**src/rtl/mem_lsu_pkg.sv**
```systemverilog
// Shared constants, state encoding and decode helpers for the MEM-stage load/store unit.
package mem_lsu_pkg;

    // Major opcodes handled by the LSU; everything else is an ALU result.
    localparam logic [6:0] OP_LOAD  = 7'b0000011;
    localparam logic [6:0] OP_STORE = 7'b0100011;

    // Load func3 encodings.
    localparam logic [2:0] FUNCT3_LB  = 3'b000;
    localparam logic [2:0] FUNCT3_LH  = 3'b001;
    localparam logic [2:0] FUNCT3_LW  = 3'b010;
    localparam logic [2:0] FUNCT3_LBU = 3'b100;
    localparam logic [2:0] FUNCT3_LHU = 3'b101;

    // Store func3 encodings (sizes line up with LB/LH/LW).
    localparam logic [2:0] FUNCT3_SB  = 3'b000;
    localparam logic [2:0] FUNCT3_SH  = 3'b001;
    localparam logic [2:0] FUNCT3_SW  = 3'b010;

    // Level of rst that clears the block.
    localparam logic RST_ENABLE = 1'b0;

    typedef enum logic [1:0] {
        LSU_IDLE   = 2'd0,
        LSU_ACCESS = 2'd1,
        LSU_DONE   = 2'd2
    } lsu_state_e;

    // True when func3 names a size this unit can move for the given direction.
    function automatic logic func3_ok(input logic is_store, input logic [2:0] f3);
        logic ok;
        ok = 1'b0;
        if (is_store) begin
            case (f3)
                FUNCT3_SB, FUNCT3_SH, FUNCT3_SW: ok = 1'b1;
                default:                         ok = 1'b0;
            endcase
        end else begin
            case (f3)
                FUNCT3_LB, FUNCT3_LH, FUNCT3_LW,
                FUNCT3_LBU, FUNCT3_LHU:          ok = 1'b1;
                default:                         ok = 1'b0;
            endcase
        end
        return ok;
    endfunction

endpackage

```
**src/rtl/mem_lsu_align.sv**
```systemverilog
// Load-data extension and access size decode: turns the assembled little-endian byte
// buffer into the architectural load result and reports the byte count for a func3.
module mem_lsu_align
    import mem_lsu_pkg::*;
(
    input  logic [2:0]  func3_i,
    input  logic [31:0] buf_i,
    output logic [31:0] data_o,
    output logic [2:0]  n_o
);

    // Sign/zero extension and byte count selected by func3.
    always_comb begin
        data_o = 32'd0;
        n_o    = 3'd1;
        case (func3_i)
            FUNCT3_LB: begin
                data_o = {{24{buf_i[7]}}, buf_i[7:0]};
                n_o    = 3'd1;
            end
            FUNCT3_LH: begin
                data_o = {{16{buf_i[15]}}, buf_i[15:0]};
                n_o    = 3'd2;
            end
            FUNCT3_LW: begin
                data_o = buf_i;
                n_o    = 3'd4;
            end
            FUNCT3_LBU: begin
                data_o = {24'd0, buf_i[7:0]};
                n_o    = 3'd1;
            end
            FUNCT3_LHU: begin
                data_o = {16'd0, buf_i[15:0]};
                n_o    = 3'd2;
            end
            default: begin
                data_o = 32'd0;
                n_o    = 3'd1;
            end
        endcase
    end

endmodule

```
**src/rtl/mem_lsu.sv**
```systemverilog
// MEM stage of the RV32I pipeline. ALU results pass through with zero latency; loads and
// stores are sequenced one byte at a time over an 8-bit req/ack RAM port, little-endian,
// while stallreq_o holds the upstream pipeline.
module mem_lsu
    import mem_lsu_pkg::*;
#(
    parameter int ADDR_W = 32,
    parameter int BYTE_W = 8
) (
    input  logic              clk,
    input  logic              rst,
    input  logic              valid_i,
    input  logic [6:0]        opcode_i,
    input  logic [2:0]        func3_i,
    input  logic [4:0]        wd_i,
    input  logic              wreg_i,
    input  logic [31:0]       wdata_i,
    input  logic [31:0]       sdata_i,
    output logic              mem_req_o,
    output logic              mem_we_o,
    output logic [ADDR_W-1:0] mem_addr_o,
    output logic [BYTE_W-1:0] mem_wdata_o,
    input  logic [BYTE_W-1:0] mem_rdata_i,
    input  logic              mem_ack_i,
    output logic [4:0]        wd_o,
    output logic              wreg_o,
    output logic [31:0]       wdata_o,
    output logic              stallreq_o
);

    lsu_state_e        state_q;
    logic [1:0]        cnt_q;
    logic [31:0]       buf_q;
    logic              is_store_q;
    logic [2:0]        func3_q;
    logic [4:0]        wd_q;
    logic [ADDR_W-1:0] addr_q;
    logic [31:0]       sdata_q;

    logic              is_mem_s;
    logic              is_store_s;
    logic              start_s;
    logic [31:0]       ext_s;
    logic [2:0]        n_s;
    logic [2:0]        last_s;
    logic              last_hit_s;

    assign is_store_s = (opcode_i == OP_STORE);
    assign is_mem_s   = valid_i && ((opcode_i == OP_LOAD) || is_store_s);
    // An unsupported size is treated as a bubble: no access is started.
    assign start_s    = is_mem_s && func3_ok(is_store_s, func3_i);

    mem_lsu_align u_align (
        .func3_i (func3_q),
        .buf_i   (buf_q),
        .data_o  (ext_s),
        .n_o     (n_s)
    );

    assign last_s     = n_s - 3'd1;
    assign last_hit_s = ({1'b0, cnt_q} == last_s);

    // FSM, byte counter, operand latches and load assembly buffer.
    always_ff @(posedge clk) begin
        if (rst == RST_ENABLE) begin
            state_q    <= LSU_IDLE;
            cnt_q      <= 2'd0;
            buf_q      <= 32'd0;
            is_store_q <= 1'b0;
            func3_q    <= 3'd0;
            wd_q       <= 5'd0;
            addr_q     <= {ADDR_W{1'b0}};
            sdata_q    <= 32'd0;
        end else begin
            case (state_q)
                LSU_IDLE: begin
                    if (start_s) begin
                        is_store_q <= is_store_s;
                        func3_q    <= func3_i;
                        wd_q       <= wd_i;
                        addr_q     <= wdata_i[ADDR_W-1:0];
                        sdata_q    <= sdata_i;
                        buf_q      <= 32'd0;
                        cnt_q      <= 2'd0;
                        state_q    <= LSU_ACCESS;
                    end else begin
                        state_q    <= LSU_IDLE;
                    end
                end
                LSU_ACCESS: begin
                    if (mem_ack_i) begin
                        if (!is_store_q) begin
                            buf_q[{cnt_q, 3'b000} +: BYTE_W] <= mem_rdata_i;
                        end
                        if (last_hit_s) begin
                            state_q <= LSU_DONE;
                        end else begin
                            cnt_q   <= cnt_q + 2'd1;
                        end
                    end
                end
                LSU_DONE: begin
                    cnt_q   <= 2'd0;
                    state_q <= LSU_IDLE;
                end
                default: begin
                    cnt_q   <= 2'd0;
                    state_q <= LSU_IDLE;
                end
            endcase
        end
    end

    // Output decode; everything is held at zero while reset is asserted so an
    // interrupted access drops its request immediately.
    always_comb begin
        mem_req_o   = 1'b0;
        mem_we_o    = 1'b0;
        mem_addr_o  = {ADDR_W{1'b0}};
        mem_wdata_o = {BYTE_W{1'b0}};
        wd_o        = 5'd0;
        wreg_o      = 1'b0;
        wdata_o     = 32'd0;
        stallreq_o  = 1'b0;
        if (rst == RST_ENABLE) begin
            stallreq_o = 1'b0;
        end else begin
            case (state_q)
                LSU_IDLE: begin
                    if (!valid_i) begin
                        stallreq_o = 1'b0;
                    end else if (is_mem_s) begin
                        stallreq_o = start_s;
                    end else begin
                        wd_o    = wd_i;
                        wreg_o  = wreg_i;
                        wdata_o = wdata_i;
                    end
                end
                LSU_ACCESS: begin
                    mem_req_o   = 1'b1;
                    mem_we_o    = is_store_q;
                    mem_addr_o  = addr_q + {{(ADDR_W-2){1'b0}}, cnt_q};
                    mem_wdata_o = sdata_q[{cnt_q, 3'b000} +: BYTE_W];
                    stallreq_o  = 1'b1;
                end
                LSU_DONE: begin
                    if (!is_store_q) begin
                        wd_o    = wd_q;
                        wreg_o  = 1'b1;
                        wdata_o = ext_s;
                    end else begin
                        wreg_o  = 1'b0;
                    end
                end
                default: begin
                    stallreq_o = 1'b0;
                end
            endcase
        end
    end

endmodule

```
**config.mk**
```make
export PLATFORM = sky130hd
export DESIGN_NAME = mem_lsu
export DESIGN_NICKNAME = d
export VERILOG_FILES = /design/src/rtl/mem_lsu_pkg.sv /design/src/rtl/mem_lsu_align.sv /design/src/rtl/mem_lsu.sv
export SDC_FILE = /design/constraint.sdc
export NUM_CORES = 1
export LEC_CHECK = 0
export CORE_ASPECT_RATIO = 0.8
export CORE_MARGIN = 2
export CORE_UTILIZATION = 42
export DETAILED_ROUTE_END_ITERATION = 16
export MAX_ROUTING_LAYER = met4
export PLACE_DENSITY = 0.77
export SLEW_MARGIN = 20
export SYNTH_ARGS = -nofsm -noshare
export SYNTH_HDL_FRONTEND = slang
export SYNTH_SLANG_ARGS = --single-unit
```
**constraint.sdc**
```tcl
create_clock -name clk -period 3.6 [get_ports clk]
set_input_delay 0.72 -clock clk [delete_from_list [all_inputs] [get_ports clk]]
set_output_delay 0.72 -clock clk [all_outputs]
set_load 0.1 [all_outputs]
```
==> results.md <==
- Area of the mapped netlist: 6510 um2
- Area after detailed placement: 9420 um2
- NumNets Final: about 1100
- Flip-flop cell with the highest count after synthesis: sky130_fd_sc_hd__dfxtp_1
- Lkg Pwr: 3.07 nW
- Initial antenna violation count: 0
- Number of nets produced by synthesis: between 900 and 1000
- Pin count of the biggest net entering global routing: 74
- Crit-path cells: ha_1 > fa_1 > and3_1 > nand2_2 > or4_1 > a21oi_2 > buf_12
- Leading cell types by total area after synthesis: sky130_fd_sc_hd__dfxtp_1, sky130_fd_sc_hd__nand2_1, sky130_fd_sc_hd__mux2i_1, sky130_fd_sc_hd__a21oi_2, sky130_fd_sc_hd__a21oi_1
- Overall die area: between 15000 and 20000 um2
- Launch point of the critical path: cnt_q[0]$_SDFFE_PN0P_
- Number of setup violations in the final report: 0
- Startpoint of the worst hold path: buf_q[22]$_SDFFE_PN0P_
- # rows: 40
- Number of synthesized flops with an enable pin: 0
- Number of pins with negative max-slew slack in the final report: 0
- Crit Path Class: register to output pin
- Req. time, crit path: 2.88 ns
- H-tree depth: 3
- Total routing resource utilization after global routing: 0.259
- Number of antenna cells inserted: 0
- Max frequency: 289 MHz
- Yosys warning total: 0
- Via count of the first global-routing pass: 5959
- Critical-path cell with the highest stage delay: sky130_fd_sc_hd__or4_1
- Launch point of the worst reg-to-reg path: func3_q[0]$_SDFFE_PN0P_
- Clock Skews: 0.00930 ns
- Post-synth cell types: 49
- Pre-CTS worst setup slack: 0.218 ns
- Synth async-reset ratio: 0
- CP max stage delay: 0.56 ns
- Headroom to the max-slew limit: 0.324
- Die width: 143 um
- Area grow syn2layout: 49.3%
- Crit path arrival time: approximately 2.7 ns
- Measured slew at the worst slew-check pin: 1.01 ns
- Wire length of the first global-routing pass: 32.5 mm
- Final count of hold timing violations: 0
- Antenna violation net count after detailed routing: 0
- Post-synth top cells: sky130_fd_sc_hd__nand2_1, sky130_fd_sc_hd__dfxtp_1, sky130_fd_sc_hd__a21oi_1
- Max Cap Viol: 0
- Filler Cells Inserted: 1213
- CTS tree: built
- Largest vdd supply drop: roughly 0.21 mV
- Cell with the most instances after synthesis: sky130_fd_sc_hd__nand2_1
- Post-route setup TNS: 0 ns
- Average instance area after synthesis: 7.82 um2
- Core ar.: 15100 um2
- Number of cells on the worst hold path: 2
- Critical path peak fanout: 12
- Initial Util: 0.432
- Post-detailed-route via-to-cell ratio: 5.55
- Synth Register Bits: 109
- Gate count after technology mapping: around 830
- Total clock buffers created by CTS: 9
- Post-synth top area cell: sky130_fd_sc_hd__dfxtp_1
- Port bufs: 172
- Height of the die: around 120 um
- Register clock-pin slew on the reported worst setup and hold paths: 0.07 ns
- Crit path launch type: register
- Sequential element share of the synthesized area: 0.335
- Outcome: finished clean
- Final Instance Area: slightly below 10000 um2
- Pwr per Cell Area: 270 nW/um2
- Final weighted congestion in routability-driven placement: 0.903
- Detail-routed net length per standard cell: between 15 and 20 um
- Congestion Overflow GR: 0
- Area fraction of the dominant cell type after synthesis: 0.335
- Post-route worst setup slack: 0.135 ns
- Buffers inserted by post-CTS timing repair: 0
- Final critical-path share of the clock period: 0.962
- Wirelength, routed: 20.6 mm
- Clock Latency Late Sink: ~0.36 ns
- Detailed-router iteration count before antenna repair: 5
- Via Count: 6586
- Clk buf depth: 2
- Total power of the final layout: 0.00263 W
- Final HPWL from detailed placement: 15.3 mm
- Fraction of final layout cells sized beyond drive strength 1: 0.279
- Share of the core filled with cells: 0.645
- Worst-case reg-to-reg path depth: 4
- Starting DRT DRC Count: ~540
- Min-delay worst type: register to register
- Number of sinks handled by clock tree synthesis: 109
- CTS root buf: sky130_fd_sc_hd__clkbuf_16
- Setup repair after global routing missed its margin: false
- DRC Markers: 0
- Final worst path period need: 3.46 ns
- Kind of end point of the critical path: output pin
- Number of primary I/O pins: 173
## stage by stage
stage / hold WS, ns / cells
after detailed placement: 0.444 / 1170
after floorplan: 0.429 / 832
after global placement: 0.438 / 1170
final: 0.457 / 1186
after CTS: 0.459 / 1186
after global routing: 0.474 / 1186
## area by class of cell
class / instances / area [um2] / share of cell area
clock inverter: 7 / 61.3 / 0.00631
tap: 210 / 263 / 0.0271
clock buffer: 9 / 225 / 0.0232
sequential: 109 / 2180 / 0.225
timing repair buffer: 194 / 2730 / 0.281
inverter: 7 / 26.3 / 0.00271
multi-input combinational: 650 / 4220 / 0.435
## power by group
part / internal (W) / total (W) / leakage (nW) / switching [W]
clock: 0.000480 / 0.000977 / 0.134 / 0.000497
sequential: 0.00121 / 0.00121 / 0.878 / 0.00000187
combinational: 0.000182 / 0.000441 / 2.06 / 0.000259
## state kept, by name, summed over array words and instances, names as in the netlist
signal and count:
buf_q 32, func3_q 3, state_q 2, cnt_q 2, sdata_q 32, addr_q 32
wd_q 5, is_store_q 1
## worst paths after layout
check,endpoint,slack [ns]
min,buf_q[22]$_SDFFE_PN0P_,0.46
max,mem_addr_o[28],0.14
min reg2reg,buf_q[22]$_SDFFE_PN0P_,0.46
max reg2reg,cnt_q[1]$_SDFFE_PN0P_,1.20
## cells in the final DEF (no fill, tap or decap), types with 9 or more instances in the layout
master                              n
sky130_fd_sc_hd__a21oi_2           68
sky130_fd_sc_hd__buf_12            84
sky130_fd_sc_hd__nor2b_1           10
sky130_fd_sc_hd__nand2_1          180
sky130_fd_sc_hd__a21oi_1           38
sky130_fd_sc_hd__nand3_1           48
sky130_fd_sc_hd__mux2i_1           43
sky130_fd_sc_hd__nor2_1            16
sky130_fd_sc_hd__and3_1            23
sky130_fd_sc_hd__buf_4             19
sky130_fd_sc_hd__clkbuf_16          9
sky130_fd_sc_hd__nand2_2           37
sky130_fd_sc_hd__clkdlybuf4s50_1   90
sky130_fd_sc_hd__a22oi_1           21
sky130_fd_sc_hd__o21ai_0           22
sky130_fd_sc_hd__dfxtp_1          109
sky130_fd_sc_hd__nor2_2            20
## repair_timing
item,4_1_cts,5_1_grt
endpoints found under the setup margin,0,7
hold buffers,0,0
gates resized for setup,0,2
## critical path, delay by kind of cell (launching register included)
kind,cells,cell delay [ns]
adder cells (fa/ha/maj),2,0.47
AND/OR/NAND/NOR,3,1.16
flip-flops,1,0.34
buffers and inverters,1,0.20
AO/OA/AOI/OAI,1,0.22
## logic make-up after synthesis
logic type / count (synthesis) / synth area share
compound gates: 185 / 0.194
simple gates: 392 / 0.291
fa+ha+maj: 7 / 0.0146
buf+inv: 73 / 0.0502
xor+xnor: 13 / 0.0175
flops: 109 / 0.335
mux: 53 / 0.0969
## layer usage
metal  vias up  global-route usage  share of wire
met4         0              0.0680          0.020
met3        29              0.0450          0.064
met2       226               0.377           0.44
met1      3136               0.370           0.47
li1       3195                   -              -
met5         -                   -              0
Note: power is estimated with default switching activity, not from simulation.
==> variant, RTL diff (same flow settings) <==
Set the package constant `RST_ENABLE` to 1'b1 (it was 1'b0).
--- a/src/rtl/mem_lsu_pkg.sv
+++ b/src/rtl/mem_lsu_pkg.sv
@@ -19,5 +19,5 @@
 
     // Level of rst that clears the block.
-    localparam logic RST_ENABLE = 1'b0;
+    localparam logic RST_ENABLE = 1'b1;
 
     typedef enum logic [1:0] {
Check against the original RTL: not equivalent (a bounded check fails within 4 cycles, from zero or initial values).
==> variant against the original RTL <==
- synthesized area is 0.21% lower
- count of clock-buffer cells in the layout is 3 higher
- critical path depth stayed put
- sequential cell count stayed put
- clock skew is 0.0032 ns lower
- register-to-register slack better by 0.04 ns
- routed wire length is 3.7% higher
- worst setup slack better by 0.0042 ns
- sequential share of layout area hardly changed
- synthesized cell count is 0.96% higher
- largest cell class unchanged
- power is 6.7% higher
- first-iteration DRC count is 3.6% higher
- cell area hardly changed
==> variant: results (changes against the original RTL) <==
metric,value,unit,change
status,finished clean,,
Worst Setup SP,cnt_q[0],,
adder-cell area share of the yosys netlist,0.0146,,+0.0000310
vias in the first global route,6217,,+4.3%
reg2reg end,buf_q[21],,
Mean Syn Cell Area,7.73,um^2,-1.2%
Met1 Routed Length,9.74,mm,+0.26%
r2r setup slk,1.24,ns,+0.04 ns
vias,6643,,+0.87%
end of the worst hold path,sdata_q[21],,
commonest cells in the netlist,"214 x nand2_1, 109 x dfxtp_1, 73 x a21oi_1",,
gr usage total,0.263,,+0.00462
GPL Wtd Cong,0.886,,-1.8%
drt initial violations,554,,+3.6%
vias per inst,5.56,,+0.11%
pin count of the biggest net entering global routing,98,,+32%
Clock Power,1150,uW,+18%
Synth Area in XOR/XNOR,0.0175,,+0.0000371
Fillers,1237,,+2.0%
syn nets,939,,+0.86%
hold_ws,0.452,ns,-0.00474 ns
met3 global-route usage,0.0587,,+0.0137
DP HPWL,15.6,mm,+1.8%
fraction of layout cells with a size suffix above 1,0.219,,-0.0594
wire length per cell,17.9,um,+3.0%
met2 usage,0.389,,+0.0115
met1 global-route usage,0.363,,-0.00626
DRT Pass-1 Iters,6,,+1
Max VDD drop,293,uV,+39%
Hold Crit Start,sdata_q[21],,
first-pass GRT wire length,33.1,mm,+1.9%
skew final,0.00612,ns,-0.00318 ns
Synth cell types,51,,+4.1%
Area contributors post-synth,"dfxtp_1 34%, nand2_1 12%, mux2i_1 6.8%",,
met3 wire len,1.61,mm,+23%
Met2 Wirelength,9.63,mm,+5.3%
-- variant: cell count changes after synthesis, sizes merged, moves of 3 or more --
cell and change:
clkbuf -5, nand2 -3, nor2 +4, nor2b +8
nand3 -32, o21ai -3, nand2b +32
-- variant: through the flow --
step / setup WS [ns] / total power [uW]
global route: 0.00103 / 2870
global placement: 0.300 / 1670
finish: 0.140 / 2800
detailed placement: 0.371 / 1670
CTS: 0.0694 / 2810
floorplan: -0.154 / 1450
-- variant: layout make-up --
cell class,count,area (um^2),share of cell area
multi-input cells,661,4190,0.432
repair buffers,191,2700,0.278
flip-flops and latches,109,2180,0.225
well taps,210,263,0.0271
clock buffers,12,246,0.0254
clock inverters,4,95.1,0.00979
inverters,8,30.0,0.00309
-- variant: kinds of logic (layout without fill, tap and decap cells) --
logic type,Yosys count,count (layout)
adder cells (fa/ha/maj),7,7
AND/OR/NAND/NOR,403,403
buffers and inverters,70,215
AO/OA/AOI/OAI,185,185
flip-flops,109,109
multiplexers,53,53
XOR/XNOR,13,13
